===== config.mk =====
export PLATFORM = sky130hd
export DESIGN_NAME = pipe_hazard_ctrl
export DESIGN_NICKNAME = d
export VERILOG_FILES = /design/src/rtl/pipe_hazard_ctrl.sv
export SDC_FILE = /design/constraint.sdc
export NUM_CORES = 1
export LEC_CHECK = 0
export BUFFER_PORTS_ARGS = -buffer_cell sky130_fd_sc_hd__buf_4
export CORE_AREA = 8 8 45 47
export CTS_BUF_LIST = sky130_fd_sc_hd__clkbuf_16
export CTS_CLUSTER_SIZE = 28
export DETAILED_ROUTE_END_ITERATION = 8
export DIE_AREA = 0 0 53 55
export PLACE_DENSITY = 0.58
export SETUP_SLACK_MARGIN = 0.2
export SYNTH_ARGS = -nofsm -noshare
export SYNTH_HDL_FRONTEND = slang
export SYNTH_SLANG_ARGS = --single-unit

===== constraint.sdc =====
create_clock -name pci_clk -period 3.2 [get_ports pci_clk]
set_input_delay 0.64 -clock pci_clk [delete_from_list [all_inputs] [get_ports pci_clk]]
set_output_delay 0.64 -clock pci_clk [all_outputs]
set_load 0.02 [all_outputs]

===== src/rtl/pipe_hazard_ctrl.sv =====
// Stall/flush sequencer for the 5-stage 16-bit pipeline: load-use, branch flush and RAM-sharing hazards.
// Optional saturating stall-cycle counter enabled by the PIPE_HAZARD_STALL_CNT_EN macro.
module pipe_hazard_ctrl #(
  parameter int WAIT_CYCLES = 2,
  parameter int REG_W       = 4
) (
  input  logic             pci_clk,
  input  logic             pci_rst,
  input  logic [REG_W-1:0] pci_id_rs,
  input  logic             pci_id_rs_use,
  input  logic [REG_W-1:0] pci_id_rt,
  input  logic             pci_id_rt_use,
  input  logic             pci_ex_load,
  input  logic [REG_W-1:0] pci_ex_dst,
  input  logic             pci_branch_taken,
  input  logic             pci_mem_req_ram,
  output logic             pco_pc_keep,
  output logic             pco_if_id_en,
  output logic             pco_if_id_keep,
  output logic             pco_id_ex_en,
  output logic             pco_id_ex_keep,
  output logic             pco_ex_mem_keep,
  output logic             pco_ram_grant
`ifdef PIPE_HAZARD_STALL_CNT_EN
  ,
  output logic [15:0]      pco_stall_cnt
`endif
);

  typedef enum logic {
    IDLE   = 1'b0,
    ACCESS = 1'b1
  } state_e;

  localparam logic [3:0] CNT_LOAD = 4'(WAIT_CYCLES - 1);

  state_e     state_r;
  state_e     state_nxt_s;
  logic [3:0] cnt_r;
  logic [3:0] cnt_nxt_s;
  logic       structural_s;
  logic       load_use_s;
  logic       rs_hit_s;
  logic       rt_hit_s;

  // FSM state and access-countdown register
  always_ff @(posedge pci_clk or negedge pci_rst) begin
    if (!pci_rst) begin
      state_r <= IDLE;
      cnt_r   <= 4'd0;
    end else begin
      state_r <= state_nxt_s;
      cnt_r   <= cnt_nxt_s;
    end
  end

  // Next-state: a request in IDLE opens an access window that always runs to completion
  always_comb begin
    state_nxt_s = state_r;
    cnt_nxt_s   = cnt_r;
    case (state_r)
      IDLE: begin
        if (pci_mem_req_ram) begin
          state_nxt_s = ACCESS;
          cnt_nxt_s   = CNT_LOAD;
        end else begin
          state_nxt_s = IDLE;
          cnt_nxt_s   = 4'd0;
        end
      end
      ACCESS: begin
        if (cnt_r != 4'd0) begin
          state_nxt_s = ACCESS;
          cnt_nxt_s   = cnt_r - 4'd1;
        end else begin
          state_nxt_s = IDLE;
          cnt_nxt_s   = 4'd0;
        end
      end
      default: begin
        state_nxt_s = IDLE;
        cnt_nxt_s   = 4'd0;
      end
    endcase
  end

  // Hazard detection terms
  always_comb begin
    structural_s = (state_r == ACCESS) || ((state_r == IDLE) && pci_mem_req_ram);
    rs_hit_s     = pci_id_rs_use && (pci_id_rs == pci_ex_dst);
    rt_hit_s     = pci_id_rt_use && (pci_id_rt == pci_ex_dst);
    load_use_s   = pci_ex_load && (rs_hit_s || rt_hit_s);
  end

  // Prioritised control outputs; reset forces the idle pattern regardless of inputs
  always_comb begin
    pco_pc_keep     = 1'b0;
    pco_if_id_en    = 1'b1;
    pco_if_id_keep  = 1'b0;
    pco_id_ex_en    = 1'b1;
    pco_id_ex_keep  = 1'b0;
    pco_ex_mem_keep = 1'b0;
    pco_ram_grant   = 1'b0;
    if (!pci_rst) begin
      pco_pc_keep = 1'b0;
    end else if (structural_s) begin
      pco_pc_keep     = 1'b1;
      pco_if_id_keep  = 1'b1;
      pco_id_ex_keep  = 1'b1;
      pco_ex_mem_keep = !((state_r == ACCESS) && (cnt_r == 4'd0));
      pco_ram_grant   = (state_r == ACCESS);
    end else if (load_use_s) begin
      pco_pc_keep    = 1'b1;
      pco_if_id_keep = 1'b1;
      pco_id_ex_en   = 1'b0;
    end else if (pci_branch_taken) begin
      pco_if_id_en = 1'b0;
    end else begin
      pco_pc_keep = 1'b0;
    end
  end

`ifdef PIPE_HAZARD_STALL_CNT_EN
  logic [15:0] stall_cnt_r;

  // Saturating count of cycles in which the PC is held
  always_ff @(posedge pci_clk or negedge pci_rst) begin
    if (!pci_rst) begin
      stall_cnt_r <= 16'd0;
    end else if (pco_pc_keep && (stall_cnt_r != 16'hFFFF)) begin
      stall_cnt_r <= stall_cnt_r + 16'd1;
    end else begin
      stall_cnt_r <= stall_cnt_r;
    end
  end

  assign pco_stall_cnt = stall_cnt_r;
`endif

endmodule


**Word level (Yosys, flattened, before mapping)**

Index checks and enable logic that the tools add are counted.

- Bits in read-only memories: 0
- Logic and storage cells: 38
- Bits in writable memories: 0
- Bits in registers: 5
- Output and inout port bits: 7
- Bits in latches: 0
- Memories: 0

- Equality and inequality tests: 2
- Bitwise gates (word level): 1
- Shift-type cells: 0
- Divide/modulo/power cells: 0
- Multiplexer cells: 22
- Magnitude comparators: 0
- Multiply operators: 0
- Reduce and logical (&&, ||, !) cells: 10
- $add $sub $neg: 1

Operator list:

| cell | number |
|---|---|
| $mux 1 | 19 |
| $eq 4x4->1 | 2 |
| $pmux 4 s2 | 1 |
| $logic_and 1x1->1 | 5 |
| $logic_not 4->1 | 1 |
| $mux 4 | 1 |
| $reduce_bool 4->1 | 1 |
| $sub 4x1->4 const B | 1 |
| $logic_or 1x1->1 | 2 |
| $pmux 1 s2 | 1 |
| $logic_not 1->1 | 1 |
| $not 1->1 | 1 |

**Logic depth before layout (Yosys ltp)**

- Word-level depth: 7
- Gate-level depth with buffers: 5
- Depth with buffers taken out: 5

**Worst setup path after synthesis**

OpenSTA, ideal clock, no wires.

- Path kind: in2out
- Start: input pci_ex_dst[2]
- End: output pco_pc_keep
- Arrival: 1.472 ns
- Path buffers: 1
- Path slack: 1.088 ns
- Stages: 5
- Cell sequence: xnor2_1 -> nand3_1 -> o22ai_2 -> a21o_1 -> buf_4

- Longest elaborated chain between the ends: 7

RTL lines:

| item | RTL line | text |
|---|---|---|
| from (decl) | 14 | `input logic [REG_W-1:0] pci_ex_dst,` |
| $eq 4x4->1, on equally long branches | 90, 91 |  |
| $logic_and 1x1->1, on equally long branches | 90, 91 |  |
| $logic_or 1x1->1 * | 92 | `load_use_s = pci_ex_load && (rs_hit_s \|\| rt_hit_s);` |
| $logic_and 1x1->1 * | 92 |  |
| $mux 1 * (3 in series) | n/a |  |
| to (decl) | 17 | `output logic pco_pc_keep,` |

Every way passes the cells marked *; elsewhere a longest branch is shown, timed or not.

**Final worst setup path**

- Start: input pci_ex_dst[2]
- End: output pco_if_id_keep

- Longest elaborated chain between the ends: 7

RTL lines:

| item | RTL line | text |
|---|---|---|
| $eq 4x4->1, on equally long branches | 90, 91 |  |
| $logic_and 1x1->1, on equally long branches | 90, 91 |  |
| $logic_or 1x1->1 * | 92 |  |
| $logic_and 1x1->1 * | 92 |  |
| $mux 1 * | 112 | `end else if (load_use_s) begin` |
| $mux 1 * | 106 | `end else if (structural_s) begin` |
| $mux 1 * | 104 | `if (!pci_rst) begin` |
| to (decl) | 19 | `output logic pco_if_id_keep,` |

Marked as above.

==> flow_summary_export.csv <==
group,metric,value,unit
place,dp_cells,82,
layout,seqCellArea,125.1,um^2
grt,grt_max_degree,12,
yosys,yosys.cell_count.top_type,"xnor2_1",
yosys,yosys_register_bits,5,
sta,tightest_slew,0.2098,ns
worst_setup_path,path_cells,"buf_4 -> xnor2_1 -> nand3_1 -> o22ai_2 -> a21o_1 -> buf_4",
layout,area_growth,74.83,%
yosys,synthArstFlopShare,1.000,
floorplan,core,1384,um^2
drt,num_vias,358,
worst_setup_path,startpoint_type,"primary input",
grt,grt_overflow,0,
clock_tree,cts_tree,"yes",
clock_tree,clock_sinks,5,
worst_setup_path,r2r-end,"cnt_r[0]",
drt,viasPerCell,4.163,
place,place.gp.congestion,0.7038,
layout,post-route-util,0.4711,
place,dp_hpwl,853.5,um
worst_setup_path,rrSetupSlack,2.15,ns
floorplan,die_height,55,um
clock_tree,clk_pin_slew_worst_paths,0.03,ns
clock_tree,clockRootBuffer,"clkbuf_16",
worst_setup_path,cpPeakStageDelay,0.21,ns
clock_tree,cts-buffers-inserted,3,
yosys,synthTopCellsByArea,"dfrtp_1 (34%), xnor2_1 (23%), ha_1 (6.7%)",
place,postPlaceCellArea,573.1,um^2
clock_tree,insertion_delay,0.22,ns
sta,hold_violations,0,
worst_setup_path,end_kind,"output pin",
clock_tree,cts_setup_buffers,0,
sta,maxSlewHeadroom,0.8590,
place,port_buffers,25,
grt,grt_first_pass_wirelength,1.642,mm
flow_run,maxCapViolations,0,
power_and_ir_drop,p_total,0.4851,mW
drt,wl_per_cell,11.41,um
sta,fmax,458.5,MHz
yosys,synth_edf_count,0,
yosys,synth_top_area_share,0.3356,
yosys,yosys_warnings,0,
floorplan,core.rowCount,14,
clock_tree,clock_path_buffers,2,
worst_setup_path,cp.required,2.56,ns
layout,multi_input_area,232.7,um^2
place,dpl_worst_slack,1.008,ns
yosys,synthTopCellsByCount,"xnor2_1 (10), dfrtp_1 (5), nand3_1 (5), nor2_1 (5), nand2_1 (3)",
sta,fin_crit_sh,0.6815,
drt,ant_nets,0,
floorplan,dieArea,2915,um^2
drt,drc_errors,0,
yosys,synthCells,42,
drt,wl,981,um
sta,finalSetupTns,0,ns
sta,maxSlewViolCount,0,
grt,grtUsageTotal,0.07718,
sta,rsz0062_at_grt,"false",
power_and_ir_drop,power_density,744.1,nW/um^2
layout,drive_above_1_share,0.4143,
yosys,synth_top_area_cell,"dfrtp_1",
worst_setup_path,slowest_stage,"o22ai_2",
layout,diodes,0,
drt,drt_iter0_markers,2,
layout,design_area,651.9,um^2
hold_path,hold_path_class,"in2async",
yosys,ys_types,17,
run_status,outcome,"finished, final reports clean",
clock_tree,postCtsHoldBufs,0,
yosys,ys.flop_type,"dfrtp_1",
power_and_ir_drop,peakVddDrop,0.3769,mV
sta,hold_ws,0.2303,ns
worst_setup_path,rr_startpoint,"cnt_r[0]",
layout,fillers,145,
grt,grt_pass1_vias,374,
worst_setup_path,critPathMaxFanout,3,
yosys,avgSynthCellArea,8.878,um^2
sta,setup_slack,1.019,ns
yosys,synth_nets,63,
sta,setup_viol,0,
yosys,yosysSeqAreaShare,0.3356,
clock_tree,h-tree-depth,1,
worst_setup_path,reg2reg_depth,5,
sta,period_needed,2.181,ns
sta,fin_skew,0.001238,ns
clock_tree,cts_resized,0,
floorplan,ios,26,
floorplan,start_util,0.2694,
worst_setup_path,cp.arrival,1.54,ns
yosys,syn_area,372.9,um^2
grt,grt_antenna_before_repair,0,
layout,nets,92,
layout,final_cells,86,
worst_setup_path,path_class,"in2out",
worst_setup_path,critPathMostFrequentCell,"buf_4",
power_and_ir_drop,leakagePower,0.3124,nW
floorplan,fp.dieW,53,um
drt,drtPass1Iterations,2,
-- worst max path at each step --
stage	endpoint	depth (start not counted)	slack [ns]	startpoint
after floorplan	pco_pc_keep	5	1.09	pci_ex_dst[2]
after global placement	pco_if_id_keep	6	1.03	pci_ex_dst[2]
after detailed placement	pco_if_id_keep	6	1.01	pci_ex_dst[2]
after CTS	pco_if_id_keep	6	1.00	pci_ex_dst[2]
after global routing	pco_if_id_keep	6	0.89	pci_ex_dst[2]
final	pco_if_id_keep	6	1.02	pci_ex_dst[2]
-- cells by family (layout without fill, tap and decap cells) --
| kind of cell | after synthesis | after routing | share of synthesized area |
|---|---|---|---|
| xor gates and xnor gates | 10 | 10 | 0.2349 |
| DFF | 5 | 5 | 0.3356 |
| buffers and inverters | 3 | 31 | 0.04028 |
| and+or+nand+nor | 18 | 18 | 0.2349 |
| AOI/OAI and AO/OA | 4 | 4 | 0.08725 |
| adders and majority gates | 2 | 2 | 0.06710 |
-- state kept, by name, summed over array words and instances, names as in the netlist --
| signal | cells |
|---|---|
| cnt_r | 4 |
| state_r | 1 |
-- final cells by class --
| cell class | instances | share of cell area |
|---|---|---|
| multi-input combinational | 34 | 0.3570 |
| inverter | 2 | 0.01152 |
| timing repair buffer | 25 | 0.2879 |
| tap | 16 | 0.03071 |
| clock buffer | 3 | 0.1152 |
| clock inverter | 1 | 0.005758 |
| sequential | 5 | 0.1919 |
-- critical path, delay by kind of cell --
family | cells | cell delay, ns
buffers and inverters | 2 | 0.26
AOI/OAI and AO/OA | 2 | 0.36
xor gates and xnor gates | 1 | 0.17
and+or+nand+nor | 1 | 0.11
-- cell usage in the layout (no fill, tap or decap), drive strengths merged --
cell type,count
a21boi,1
a21o,1
and2,1
buf,25
clkbuf,3
dfrtp,5
ha,2
inv,3
nand2,3
nand2b,1
nand3,5
nand4b,1
nor2,5
nor2b,1
nor3,1
o21ai,1
o22ai,1
xnor2,10
-- where the power goes --
group	total, mW	internal (mW)	switching (mW)	leakage, nW
Sequential	0.106	0.0884	0.0178	0.0639
Combinational	0.180	0.0864	0.0937	0.206
Clock	0.199	0.161	0.0372	0.0423
Total	0.485	0.336	0.149	0.312
-- per-layer routing --
| metal | wire (um) | track usage | part of all wire |
|---|---|---|---|
| met5 | 0 | 0 | 0 |
| met4 | 0 | 0.03879 | 0 |
| met3 | 88 | 0.04011 | 0.090 |
| met2 | 525 | 0.1348 | 0.54 |
| met1 | 366 | 0.07328 | 0.37 |
No activity file was read; power rests on OpenSTA's default activity.
